===== config.mk =====
export PLATFORM = sky130hd
export DESIGN_NAME = saa1099_write_sequencer_flat
export DESIGN_NICKNAME = d
export VERILOG_FILES = /design/src/rtl/saa1099_write_sequencer_if.sv /design/src/rtl/saa1099_write_sequencer.sv /design/src/flat_wrapper.sv
export SDC_FILE = /design/constraint.sdc
export NUM_CORES = 1
export LEC_CHECK = 0
export ABC_AREA = 1
export CORE_ASPECT_RATIO = 0.9
export CORE_MARGIN = 2
export CORE_UTILIZATION = 40
export CTS_CLUSTER_DIAMETER = 50
export DETAILED_ROUTE_END_ITERATION = 6
export PLACE_DENSITY = 0.55
export SLEW_MARGIN = 15
export SYNTH_ARGS = -nofsm -noshare
export SYNTH_HDL_FRONTEND = slang
export SYNTH_SLANG_ARGS = --single-unit

===== constraint.sdc =====
create_clock -name clk_sys -period 2.8 [get_ports clk_sys]
set_input_delay 0.84 -clock clk_sys [delete_from_list [all_inputs] [get_ports clk_sys]]
set_output_delay 0.84 -clock clk_sys [all_outputs]
set_load 0.05 [all_outputs]

===== src/rtl/saa1099_write_sequencer_if.sv =====
// Host-request and SAA1099 bus signals of the write sequencer, with host (master) and sequencer (slave) views.
interface saa1099_write_sequencer_if #(
   parameter int DEPTH = 4
);
   logic                     req_valid;
   logic                     req_ready;
   logic                     req_chip;
   logic [4:0]               req_addr;
   logic [7:0]               req_data;
   logic                     cache_inv;
   logic                     cs0_n;
   logic                     cs1_n;
   logic                     a0;
   logic                     wr_n;
   logic [7:0]               dout;
   logic                     busy;
   logic [$clog2(DEPTH):0]   level;

   modport master (
      output req_valid, req_chip, req_addr, req_data, cache_inv,
      input  req_ready, cs0_n, cs1_n, a0, wr_n, dout, busy, level
   );

   modport slave (
      input  req_valid, req_chip, req_addr, req_data, cache_inv,
      output req_ready, cs0_n, cs1_n, a0, wr_n, dout, busy, level
   );
endinterface


===== src/rtl/saa1099_write_sequencer.sv =====
// Queues host writes and replays them on the shared SAA1099 bus as address/data strobe pairs.
// Bus goes active one edge after a request lands in an idle block; req_ready drops only when the FIFO is full.
module saa1099_write_sequencer #(
   parameter int DEPTH      = 4,
   parameter int HOLD_CYC   = 1,
   parameter int ADDR_CACHE = 1
) (
   input  logic                      clk_sys,
   input  logic                      rst,
   saa1099_write_sequencer_if.slave  bus
);
   localparam int             AW        = $clog2(DEPTH);
   localparam int             LW        = AW + 1;
   localparam logic [LW-1:0]  FULL      = LW'(DEPTH);
   localparam logic [2:0]     HOLD_LAST = 3'(HOLD_CYC - 1);

   typedef enum logic [2:0] {
      IDLE, A_SETUP, A_STB, A_HOLD, D_SETUP, D_STB, D_HOLD
   } state_t;

   logic [13:0]    mem [DEPTH];
   logic [AW-1:0]  wr_ptr, rd_ptr;
   logic [LW-1:0]  level;
   logic           push, pop;

   logic           head_chip, wk_chip, sel_chip;
   logic [4:0]     head_addr, wk_addr, sel_addr;
   logic [7:0]     head_data, wk_data, sel_data;

   logic [1:0]     cache_vld;
   logic [4:0]     cache_addr [2];
   logic           cache_hit, cache_wr;

   state_t         state, state_nxt;
   logic [2:0]     hold_cnt;
   logic           hold_last;

   logic           cs0_n_q, cs1_n_q, a0_q, wr_n_q;
   logic [7:0]     dout_q;
   logic           nxt_cs0_n, nxt_cs1_n, nxt_a0, nxt_wr_n;
   logic [7:0]     nxt_dout;

   assign bus.req_ready = !rst && (level < FULL);
   assign push          = bus.req_valid && bus.req_ready;
   assign {head_chip, head_addr, head_data} = mem[rd_ptr];

   assign cache_hit = (ADDR_CACHE != 0) && cache_vld[head_chip]
                      && (cache_addr[head_chip] == head_addr);
   assign hold_last = (hold_cnt == HOLD_LAST);

   always_comb begin
      state_nxt = state;
      pop       = 1'b0;
      cache_wr  = 1'b0;
      case (state)
         A_SETUP: state_nxt = A_STB;
         A_STB:   state_nxt = A_HOLD;
         A_HOLD:  if (hold_last) begin
                     state_nxt = D_SETUP;
                     cache_wr  = 1'b1;
                  end
         D_SETUP: state_nxt = D_STB;
         D_STB:   state_nxt = D_HOLD;
         D_HOLD:  if (hold_last) state_nxt = IDLE;
         default: state_nxt = IDLE;
      endcase
      // Issue point: idle, or the final data-hold cycle so queued writes chain without a gap.
      if ((state == IDLE || (state == D_HOLD && hold_last)) && level != '0) begin
         pop       = 1'b1;
         state_nxt = cache_hit ? D_SETUP : A_SETUP;
      end

      sel_chip = pop ? head_chip : wk_chip;
      sel_addr = pop ? head_addr : wk_addr;
      sel_data = pop ? head_data : wk_data;

      nxt_cs0_n = 1'b1;
      nxt_cs1_n = 1'b1;
      nxt_a0    = 1'b0;
      nxt_wr_n  = 1'b1;
      nxt_dout  = 8'h00;
      if (state_nxt != IDLE) begin
         nxt_cs0_n = sel_chip;
         nxt_cs1_n = !sel_chip;
         nxt_wr_n  = !(state_nxt == A_STB || state_nxt == D_STB);
         if (state_nxt inside {A_SETUP, A_STB, A_HOLD}) begin
            nxt_a0   = 1'b1;
            nxt_dout = {3'b000, sel_addr};
         end else begin
            nxt_dout = sel_data;
         end
      end
   end

   always_ff @(posedge clk_sys) begin
      if (push) mem[wr_ptr] <= {bus.req_chip, bus.req_addr, bus.req_data};
   end

   always_ff @(posedge clk_sys or posedge rst) begin
      if (rst) begin
         state         <= IDLE;
         hold_cnt      <= 3'd0;
         wr_ptr        <= '0;
         rd_ptr        <= '0;
         level         <= '0;
         wk_chip       <= 1'b0;
         wk_addr       <= 5'd0;
         wk_data       <= 8'd0;
         cache_vld     <= 2'b00;
         cache_addr[0] <= 5'd0;
         cache_addr[1] <= 5'd0;
         cs0_n_q       <= 1'b1;
         cs1_n_q       <= 1'b1;
         a0_q          <= 1'b0;
         wr_n_q        <= 1'b1;
         dout_q        <= 8'h00;
      end else begin
         state    <= state_nxt;
         hold_cnt <= (state_nxt != state) ? 3'd0 : hold_cnt + 3'd1;
         if (push) wr_ptr <= wr_ptr + 1'b1;
         if (pop) begin
            rd_ptr  <= rd_ptr + 1'b1;
            wk_chip <= head_chip;
            wk_addr <= head_addr;
            wk_data <= head_data;
         end
         if (push && !pop)      level <= level + 1'b1;
         else if (pop && !push) level <= level - 1'b1;
         // A coincident invalidate beats the cache fill from the address phase.
         if (bus.cache_inv)  cache_vld          <= 2'b00;
         else if (cache_wr)  cache_vld[wk_chip] <= 1'b1;
         if (cache_wr) cache_addr[wk_chip] <= wk_addr;
         cs0_n_q <= nxt_cs0_n;
         cs1_n_q <= nxt_cs1_n;
         a0_q    <= nxt_a0;
         wr_n_q  <= nxt_wr_n;
         dout_q  <= nxt_dout;
      end
   end

   assign bus.cs0_n = cs0_n_q;
   assign bus.cs1_n = cs1_n_q;
   assign bus.a0    = a0_q;
   assign bus.wr_n  = wr_n_q;
   assign bus.dout  = dout_q;
   assign bus.level = level;
   assign bus.busy  = (level != '0) || (state != IDLE);
endmodule


===== src/flat_wrapper.sv =====
// flat-port wrapper written by rule: the top's interface ports become plain ports
module saa1099_write_sequencer_flat 
#(
   parameter int DEPTH      = 4,
   parameter int HOLD_CYC   = 1,
   parameter int ADDR_CACHE = 1
)
  (clk_sys, rst, bus_req_valid, bus_req_chip, bus_req_addr, bus_req_data, bus_cache_inv, bus_req_ready, bus_cs0_n, bus_cs1_n, bus_a0, bus_wr_n, bus_dout, bus_busy, bus_level);
  saa1099_write_sequencer_if #(.DEPTH(DEPTH)) bus_i ();
  input  logic clk_sys;
  input  logic rst;
  input wire logic [$bits(bus_i.req_valid)-1:0] bus_req_valid;
  input wire logic [$bits(bus_i.req_chip)-1:0] bus_req_chip;
  input wire logic [$bits(bus_i.req_addr)-1:0] bus_req_addr;
  input wire logic [$bits(bus_i.req_data)-1:0] bus_req_data;
  input wire logic [$bits(bus_i.cache_inv)-1:0] bus_cache_inv;
  output wire logic [$bits(bus_i.req_ready)-1:0] bus_req_ready;
  output wire logic [$bits(bus_i.cs0_n)-1:0] bus_cs0_n;
  output wire logic [$bits(bus_i.cs1_n)-1:0] bus_cs1_n;
  output wire logic [$bits(bus_i.a0)-1:0] bus_a0;
  output wire logic [$bits(bus_i.wr_n)-1:0] bus_wr_n;
  output wire logic [$bits(bus_i.dout)-1:0] bus_dout;
  output wire logic [$bits(bus_i.busy)-1:0] bus_busy;
  output wire logic [$bits(bus_i.level)-1:0] bus_level;
  assign bus_i.req_valid = bus_req_valid;
  assign bus_i.req_chip = bus_req_chip;
  assign bus_i.req_addr = bus_req_addr;
  assign bus_i.req_data = bus_req_data;
  assign bus_i.cache_inv = bus_cache_inv;
  assign bus_req_ready = bus_i.req_ready;
  assign bus_cs0_n = bus_i.cs0_n;
  assign bus_cs1_n = bus_i.cs1_n;
  assign bus_a0 = bus_i.a0;
  assign bus_wr_n = bus_i.wr_n;
  assign bus_dout = bus_i.dout;
  assign bus_busy = bus_i.busy;
  assign bus_level = bus_i.level;
  saa1099_write_sequencer #(.DEPTH(DEPTH), .HOLD_CYC(HOLD_CYC), .ADDR_CACHE(ADDR_CACHE)) u_core (.clk_sys(clk_sys), .rst(rst), .bus(bus_i));
endmodule

==> results of run 1 <==
cell type report:
class,instances,share of cell area [%]
inverter,53,3.72
clock buffer,11,4.24
sequential,107,54.0
multi-input combinational,277,25.5
tap,156,3.56
clock inverter,5,0.593
timing repair buffer,49,8.44
power by group through the flow:
| stage | sequential, mW | combinational [mW] | clock (mW) |
|---|---|---|---|
| after CTS | 2.28 | 3.09 | 1.18 |
| after global routing | 2.32 | 3.44 | 1.25 |
| after detailed placement | 2.31 | 3.07 | 0 |
| after floorplan | 2.61 | 1.95 | 0 |
| final | 2.28 | 3.04 | 1.14 |
| after global placement | 2.30 | 3.03 | 0 |
synthesized netlist by cell type:
| cell | number | area, um^2 |
|---|---|---|
| nand2_1 | 91 | 342 |
| nor2_1 | 66 | 248 |
| edfxtp_1 | 56 | 1680 |
| dfrtp_1 | 48 | 1200 |
| inv_1 | 47 | 176 |
| o21ai_0 | 46 | 230 |
| nand3_1 | 17 | 85.1 |
| nand2_2 | 8 | 50.1 |
| a31oi_1 | 7 | 43.8 |
| ha_1 | 7 | 87.6 |
| buf_2 | 5 | 25.0 |
| a21oi_1 | 4 | 20.0 |
| buf_6 | 4 | 45.0 |
| xor2_1 | 4 | 35.0 |
| clkbuf_1 | 3 | 11.3 |
| dfstp_2 | 3 | 78.8 |
| inv_2 | 3 | 11.3 |
| nor2_2 | 3 | 18.8 |
| o22ai_1 | 3 | 18.8 |
| inv_4 | 2 | 12.5 |
| nand2_4 | 2 | 22.5 |
| nand3_4 | 2 | 35.0 |
| nand4_1 | 2 | 12.5 |
| o211ai_1 | 2 | 15.0 |
| o21ai_1 | 2 | 10.0 |
| xnor2_1 | 2 | 17.5 |
| a211oi_1 | 1 | 7.51 |
| buf_4 | 1 | 7.51 |
| clkinv_1 | 1 | 3.75 |
| fa_1 | 1 | 20.0 |
| mux2_2 | 1 | 11.3 |
| nand2_8 | 1 | 20.0 |
| nand3_2 | 1 | 10.0 |
| nand3b_1 | 1 | 7.51 |
| nor2_4 | 1 | 11.3 |
| o21ai_2 | 1 | 8.76 |
| or2_2 | 1 | 6.26 |
layer usage:
layer / GRT usage (%) / vias to the layer above / share of wire (%)
met5: 0 / - / 0
met4: 3.70 / 0 / 1.1
met3: 4.88 / 6 / 3.1
met2: 24.8 / 47 / 46
met1: 21.2 / 1384 / 50
li1: - / 1561 / -
through the flow:
stage               cells  power, mW  instance area (um^2)
floorplan             450       4.56                  4650
global placement      642       5.33                  5220
detailed placement    642       5.38                  5220
CTS                   658       6.55                  5490
global route          658       7.01                  5490
finish                658       6.46                  5490
worst max-delay path, stage by stage, from the launching register on:
cell and delay, ns:
dfrtp_1 0.42, nor2_1 0.20, nand4_1 0.12, clkdlybuf4s50_1 0.71
sequential cells by signal, summed over array words and instances, names as in the netlist, 3 cells and up:
| signal | count |
|---|---|
| u_core.mem | 56 |
| u_core.cache_addr | 10 |
| u_core.bus.dout | 8 |
| u_core.wk_data | 8 |
| u_core.wk_addr | 5 |
| u_core.bus.level | 3 |
| u_core.hold_cnt | 3 |
| u_core.state | 3 |
worst paths after layout:
check	end	slack (ns)
worst max-delay path	bus_busy	0.17
worst min-delay path	u_core.hold_cnt[0]	0.46
worst max register to register	u_core.bus.level[1]	0.57
worst min register to register	u_core.hold_cnt[0]	0.46
max in group asynchronous	u_core.cache_addr[8]	1.57
min in group asynchronous	u_core.bus.level[1]	0.91
logic make-up after synthesis:
| logic type | share of synthesized area, % |
|---|---|
| AOI/OAI and AO/OA | 7.62 |
| xor gates and xnor gates | 1.13 |
| adders and majority gates | 2.31 |
| buffers and inverters | 6.30 |
| DFF | 63.7 |
| muxes | 0.242 |
| and+or+nand+nor | 18.7 |
==> results.sh, run 1 <==
export IMPL_pwr_share_comb_pct=47.0
export IMPL_clkSlewWorstSetupHoldPaths_ns=0.07
export IMPL_cts_tree="done"
export IMPL_dpl_hpwl_um=6130
export IMPL_p_switching_mw=2.77
export IMPL_place_ws_ns=0.108
export IMPL_postCtsResizedCells=0
export IMPL_gp_congestion=0.805
export IMPL_register_area_um2=2960
export IMPL_diodes=0
export IMPL_cap_viol_max_count=0
export IMPL_cts_made_buffers=9
export IMPL_grt_first_pass_wirelength_um=15000
export IMPL_peakVddDrop_uv=500
export IMPL_post_cts_buffers=0
export IMPL_ys_seq_area_share_pct=63.7
export IMPL_ys_seq_elements=107
export IMPL_setup_worst_path_start="u_core.state[0]"
export IMPL_setup_viol=0
export IMPL_post_route_period_util_pct=94.0
export IMPL_die_height_um=106
export IMPL_finalCriticalPeriod_ns=2.63
export IMPL_drtPass1Iterations=6
export IMPL_hold_viol_final=0
export IMPL_grt_antenna_before_repair=0
export IMPL_path_max_fanout=4
export IMPL_power_density_nw_per_um2=1180
export IMPL_multi_input_area_um2=1400
export IMPL_cts_root_buffer="clkbuf_16"
export IMPL_maxSlewViolCount=0
export IMPL_grt_max_degree=38
export IMPL_route_vias_total=2998
export IMPL_vias_per_cell=4.56
export IMPL_reg2reg_depth=11
export IMPL_hold_ws_ns=0.461
export IMPL_area_growth_syn_to_layout_pct=18.0
export IMPL_path_class="reg2out"
export IMPL_fin_skew_ns=0.00824
export IMPL_rows=37
export IMPL_clock_fmax_ghz=0.380
export IMPL_ys_warn_count=0
export IMPL_switching_share_pct=42.8
export IMPL_whs_path_depth=1
export IMPL_final_cell_mix="nand2_1, nor2_1, edfxtp_1, dfrtp_1"
export IMPL_power_frac_clock_pct=17.7
export IMPL_seqPwrFrac_pct=35.3
export IMPL_portBuffers=34
export IMPL_power_leakage_nw=2.27
export IMPL_die_x_um=118
export IMPL_final_core_util_pct=48.2
export IMPL_n_fill_cell=1097
export IMPL_cts_sinks=107
export IMPL_cts_hold_buf=0
export IMPL_worst_pin_slew_ns=0.650
export IMPL_grt_overflow=0
export IMPL_grt_pass1_vias=2971
export IMPL_rsz0062_at_grt="false"
export IMPL_core_area_um2=11400
export IMPL_fin_nets=523
export IMPL_drc_errors=0
export IMPL_start_kind="flop"
export IMPL_ios=35
export IMPL_setup_ws_ns=0.169
export IMPL_yosysUniqueCellTypes=37
export IMPL_min_from="u_core.hold_cnt[0]"
export IMPL_start_util_pct=40.8
export IMPL_netlist_instances=450
export IMPL_grt_total_usage_pct=15.7
export IMPL_dieArea_um2=12500
export IMPL_drt_initial_drc_count=146
export IMPL_outcome="completed"
export IMPL_hp_class="reg2reg"
export IMPL_clock_path_buffers=2
export IMPL_cp_data_required_time_ns=1.96
export IMPL_rr_startpoint="u_core.hold_cnt[0]"
export IMPL_drive_gt1_share_pct=12.0
export IMPL_layout_commonest_cell="nand2_1"
export IMPL_wl_um=8980
export IMPL_crit_path_end_kind="output pin"
export IMPL_finalSetupTns_ns=0
export IMPL_synth_area_per_cell_um2=10.3
export IMPL_syn_num_nets=476
export IMPL_slew_headroom_pct=56.5
export IMPL_syn_cell_area_um2=4650
export IMPL_routedWlPerCell_um=13.6
export IMPL_clock_latency_ns=0.34
export IMPL_htreeDepth=3
export IMPL_ant_nets=0
export IMPL_p_int_mw=3.69
export IMPL_worst_ep_arrival_time_ns=1.79
Note: power is estimated with default switching activity, not from simulation.
==> inputs of run 2 (changes only) <==
--- a/config.mk
+++ b/config.mk
@@ -7,7 +7,7 @@
 export LEC_CHECK = 0
 export ABC_AREA = 1
 export CORE_ASPECT_RATIO = 0.9
-export CORE_MARGIN = 2
+export CORE_MARGIN = 8
 export CORE_UTILIZATION = 40
 export CTS_CLUSTER_DIAMETER = 50
 export DETAILED_ROUTE_END_ITERATION = 6
==> run 2 against run 1 <==
Against the previous run:
- sequential cell count unchanged
- combinational power about the same
- sequential power about the same
- setup slack got worse by 0.048 ns
- via count rose by 1.8%
- clock skew decreased by 0.0010 ns
- largest power group unchanged
==> results.sh, run 2 (same netlist as run 1, synthesis figures left out) <==
export IMPL_dieArea_um2=15300
export IMPL_grt_antenna_before_repair=0
export IMPL_fin_skew_ns=0.00722
export IMPL_grt_first_pass_wirelength_um=15600
export IMPL_diodes=0
export IMPL_power_density_nw_per_um2=1200
export IMPL_clkSlewWorstSetupHoldPaths_ns=0.07
export IMPL_routedWlPerCell_um=14.2
export IMPL_peakVddDrop_uv=477
export IMPL_portBuffers=34
export IMPL_seqPwrFrac_pct=34.3
export IMPL_grt_total_usage_pct=13.1
export IMPL_design_area_um2=5530
export IMPL_route_vias_total=3052
export IMPL_drc_errors=0
export IMPL_wl_met1_um=4380
export IMPL_path_max_fanout=6
export IMPL_switching_share_pct=42.1
export IMPL_htreeDepth=3
export IMPL_cts_made_buffers=9
export IMPL_grt_pass1_vias=3027
export IMPL_area_growth_syn_to_layout_pct=18.9
export IMPL_wl_met2_um=4390
export IMPL_reg2reg_depth=16
export IMPL_clock_fmax_ghz=0.373
export IMPL_start_kind="flop"
export IMPL_dpl_hpwl_um=6160
export IMPL_cts_tree="done"
export IMPL_vias_per_cell=4.67
export IMPL_top_regs="u_core.mem (56), u_core.cache_addr (10)"
export IMPL_postCtsResizedCells=0
export IMPL_worst_pin_slew_ns=0.665
export IMPL_worst_ep_arrival_time_ns=1.84
export IMPL_cp_data_required_time_ns=1.96
export IMPL_min_from="u_core.hold_cnt[0]"
export IMPL_core_area_um2=11400
export IMPL_largest_register="u_core.mem"
export IMPL_final_cells=654
export IMPL_hold_viol_final=0
export IMPL_whs_path_depth=1
export IMPL_setup_ws_ns=0.121
export IMPL_cts_sinks=107
export IMPL_cap_viol_max_count=0
export IMPL_r2r_setup_slack_ns=0.54
export IMPL_post_cts_buffers=0
export IMPL_p_switching_mw=2.80
export IMPL_hold_end="u_core.hold_cnt[0]"
export IMPL_power_frac_clock_pct=20.2
export IMPL_place_ws_ns=0.115
export IMPL_start_util_pct=40.8
export IMPL_wl_met3_um=378
export IMPL_largest_reg_flops=56
export IMPL_rsz0062_at_grt="false"
export IMPL_drt_initial_drc_count=216
export IMPL_path_class="reg2out"
export IMPL_post_route_period_util_pct=95.7
export IMPL_ant_nets=0
export IMPL_layout_commonest_cell="nand2_1"
export IMPL_wl_um=9270
export IMPL_grt_overflow=0
export IMPL_rr_startpoint="u_core.rd_ptr[0]"
export IMPL_setup_viol=0
export IMPL_crit_path_end_kind="output pin"
export IMPL_finalCriticalPeriod_ns=2.68
export IMPL_die_x_um=130
export IMPL_drtPass1Iterations=5
export IMPL_ios=35
export IMPL_placed_cells=638
export IMPL_rows=37
export IMPL_grt_max_degree=38
export IMPL_r2r_end="u_core.bus.dout[4]"
export IMPL_p_int_mw=3.85
export IMPL_slew_headroom_pct=55.5
export IMPL_drive_gt1_share_pct=11.6
export IMPL_clock_latency_ns=0.34
export IMPL_hold_ws_ns=0.465
export IMPL_placed_area_um2=5200
export IMPL_final_cell_mix="nand2_1, nor2_1, edfxtp_1, dfrtp_1"
export IMPL_outcome="completed"
export IMPL_hp_class="reg2reg"
export IMPL_fin_nets=519
export IMPL_cts_root_buffer="clkbuf_16"
export IMPL_finalSetupTns_ns=0
export IMPL_power_leakage_nw=2.30
export IMPL_maxSlewViolCount=0
export IMPL_cts_hold_buf=0
export IMPL_clock_path_buffers=2
export IMPL_pwr_share_comb_pct=45.5
export IMPL_die_height_um=118
export IMPL_gp_congestion=0.756
export IMPL_top_layer="met4"
run 2: changes by cell type in the layout (fill, tap and decap cells not counted), sizes merged:
cell	delta
bufinv	+2
clkbuf	-2
buf	-4
clkinvlp	-2
inv	+2
run 2: final cells by class:
class	count	area, um^2
Tap cell	156	195
Clock buffer	9	225
Inverter	53	204
Fill cell	1096	5860
Multi-Input combinational cell	277	1400
Sequential cell	107	2960
Clock inverter	7	97.6
Timing Repair Buffer	45	445
run 2: how the worst max path moves through the flow:
stage,depth (start not counted),slack [ns],start,to
2_1_floorplan,9,0.09,rst,u_core.bus.level[2]
5_1_grt,3,0.04,u_core.state[1],bus_busy
6_report,3,0.12,u_core.state[1],bus_busy
4_1_cts,3,0.10,u_core.state[1],bus_busy
3_5_place_dp,10,0.11,rst,u_core.bus.level[2]
3_3_place_gp,10,0.15,rst,u_core.bus.level[2]
run 2: power groups by stage:
stage | clock network, mW | registers, mW | logic (mW)
after floorplan | 0 | 2.61 | 1.95
after global placement | 0 | 2.31 | 3.02
after CTS | 1.39 | 2.29 | 3.07
final | 1.35 | 2.28 | 3.03
after detailed placement | 0 | 2.32 | 3.05
after global routing | 1.44 | 2.33 | 3.42
run 2: through the flow:
step | total power, mW | utilization (%)
6_report | 6.65 | 48.5
5_1_grt | 7.19 | 48.5
3_5_place_dp | 5.36 | 45.7
2_1_floorplan | 4.56 | -
4_1_cts | 6.75 | 48.5
3_3_place_gp | 5.33 | 45.7
run 2: routing by layer:
metal / GRT usage (%) / up-vias
li1: - / 1554
met1: 16.9 / 1449
met2: 20.6 / 39
met3: 3.96 / 10
met4: 4.71 / 0
met5: 0 / -
run 2: critical path: stages (launching register included):
cell and delay, ns:
dfrtp_1 0.43, nor2_1 0.21, nand4_1 0.14, clkdlybuf4s50_1 0.72
==> inputs of run 3 (changes only) <==
--- a/config.mk
+++ b/config.mk
@@ -11,7 +11,9 @@
 export CORE_UTILIZATION = 40
 export CTS_CLUSTER_DIAMETER = 50
 export DETAILED_ROUTE_END_ITERATION = 6
+export GPL_TIMING_DRIVEN = 0
 export PLACE_DENSITY = 0.55
+export SKIP_LAST_GASP = 1
 export SLEW_MARGIN = 15
 export SYNTH_ARGS = -nofsm -noshare
 export SYNTH_HDL_FRONTEND = slang
==> run 3 against run 2 <==
Against the previous run:
- sequential cell count stayed put
- sequential power hardly changed
- hold slack worse by 0.0093 ns
==> results.sh, run 3 (same netlist as run 1, synthesis figures left out) <==
export IMPL_outcome="completed"
export IMPL_drc_errors=0
export IMPL_routedWlPerCell_um=14.1
export IMPL_core_area_um2=11400
export IMPL_reg2reg_depth=14
export IMPL_finalCriticalPeriod_ns=2.67
export IMPL_wl_um=9330
export IMPL_clkSlewWorstSetupHoldPaths_ns=0.06
export IMPL_clock_path_buffers=2
export IMPL_crit_family="buffers and inverters"
export IMPL_power_leakage_nw=2.32
export IMPL_grt_max_degree=31
export IMPL_setup_viol=0
export IMPL_cap_viol_max_count=0
export IMPL_final_core_util_pct=49.0
export IMPL_clock_latency_ns=0.35
export IMPL_ant_nets=0
export IMPL_hp_class="reg2reg"
export IMPL_final_cell_mix="nand2_1, nor2_1, edfxtp_1, dfrtp_1"
export IMPL_power_density_nw_per_um2=1210
export IMPL_finalSetupTns_ns=0
export IMPL_die_height_um=118
export IMPL_whs_path_depth=1
export IMPL_dpl_hpwl_um=6770
export IMPL_area_growth_syn_to_layout_pct=20.2
export IMPL_path_max_fanout=6
export IMPL_cts_sinks=107
export IMPL_grt_pass1_vias=3085
export IMPL_ios=35
export IMPL_drtPass1Iterations=4
export IMPL_worst_ep_arrival_time_ns=1.83
export IMPL_dieArea_um2=15300
export IMPL_die_x_um=130
export IMPL_drive_gt1_share_pct=13.2
export IMPL_cts_made_buffers=9
export IMPL_largest_reg_flops=56
export IMPL_top_regs="u_core.mem (56), u_core.cache_addr (10)"
export IMPL_place_ws_ns=-0.258
export IMPL_diodes=0
export IMPL_worst_pin_slew_ns=0.829
export IMPL_grt_antenna_before_repair=0
export IMPL_route_vias_total=3088
export IMPL_crit_cells=3
export IMPL_vias_per_cell=4.66
export IMPL_fin_nets=528
export IMPL_cp_slowest_cell="clkdlybuf4s50_1"
export IMPL_crit_path_end_kind="output pin"
export IMPL_grt_total_usage_pct=13.0
export IMPL_post_route_period_util_pct=95.3
export IMPL_maxSlewViolCount=0
export IMPL_layout_commonest_cell="nand2_1"
export IMPL_portBuffers=34
export IMPL_fin_skew_ns=0.00858
export IMPL_gp_congestion=0.745
export IMPL_path_class="reg2out"
export IMPL_clock_fmax_ghz=0.375
export IMPL_drt_initial_drc_count=142
export IMPL_slew_headroom_pct=44.7
export IMPL_start_util_pct=40.8
export IMPL_rsz0062_at_grt="false"
export IMPL_peakVddDrop_uv=469
export IMPL_largest_register="u_core.mem"
export IMPL_grt_first_pass_wirelength_um=15400
export IMPL_start_kind="flop"
export IMPL_grt_overflow=0
export IMPL_path_cells="nor2_1 -> nand4_1 -> clkdlybuf4s50_1"
export IMPL_htreeDepth=3
export IMPL_cp_data_required_time_ns=1.96
export IMPL_critical_path_max_stage_delay_ns=0.72
export IMPL_crit_buf_inv=1
export IMPL_cts_root_buffer="clkbuf_16"
export IMPL_setup_ws_ns=0.132
export IMPL_cts_tree="done"
export IMPL_rows=37
export IMPL_hold_viol_final=0
run 3: cell types whose count changed in the layout (fill, tap and decap cells not counted), sizes merged:
cell	change
clkbuf	+6
buf	+5
clkinv	-2
run 3: timing repair:
action | in CTS | in global routing
hold endpoints to repair | 0 | 0
setup endpoints to repair | 1 | 3
buffers inserted | 0 | 4
pin swaps | 0 | 1
gates resized for setup | 1 | 4
hold buffers | 0 | 0
run 3: final cells by class:
type,instances,area (um^2)
multi-input cells,277,1410
repair buffers,41,408
well taps,156,195
inverters,53,204
fillers,1090,5800
plain buffers,13,91.3
clock buffers,11,233
clock inverters,5,86.3
flip-flops and latches,107,2960
run 3: path summary, 6_finish.rpt:
kind                                    start              endpoint  slack (ns)
max in group asynchronous                 rst  u_core.cache_addr[2]        1.39
min                        u_core.hold_cnt[0]    u_core.hold_cnt[0]        0.46
min reg2reg                u_core.hold_cnt[0]    u_core.hold_cnt[0]        0.46
max                           u_core.state[1]              bus_busy        0.13
max reg2reg                u_core.hold_cnt[0]   u_core.bus.level[2]        0.28
min in group asynchronous                 rst      u_core.wr_ptr[0]        0.88
run 3: routing by layer:
layer | up-vias | part of all wire [%] | global-route usage [%] | wire, um
met5 | - | 0 | 0 | 0
met4 | 0 | 0.86 | 4.50 | 80
met3 | 7 | 3.5 | 3.51 | 328
met2 | 59 | 46 | 20.1 | 4320
met1 | 1454 | 49 | 17.1 | 4600
li1 | 1568 | - | - | -
run 3: metrics by stage:
stage,cell area [um^2],hold slack (ns),instances,power (mW)
floorplan,4650,0.432,450,4.56
global placement,5190,0.448,640,5.36
detailed placement,5240,0.454,643,5.45
CTS,5560,0.463,659,6.80
global route,5590,0.476,663,7.30
finish,5590,0.456,663,6.78
run 3: report_power, final:
group | internal, mW | switching (mW) | total (mW)
Combinational | 1.06 | 2.09 | 3.15
Sequential | 2.09 | 0.189 | 2.28
Clock | 0.793 | 0.553 | 1.35
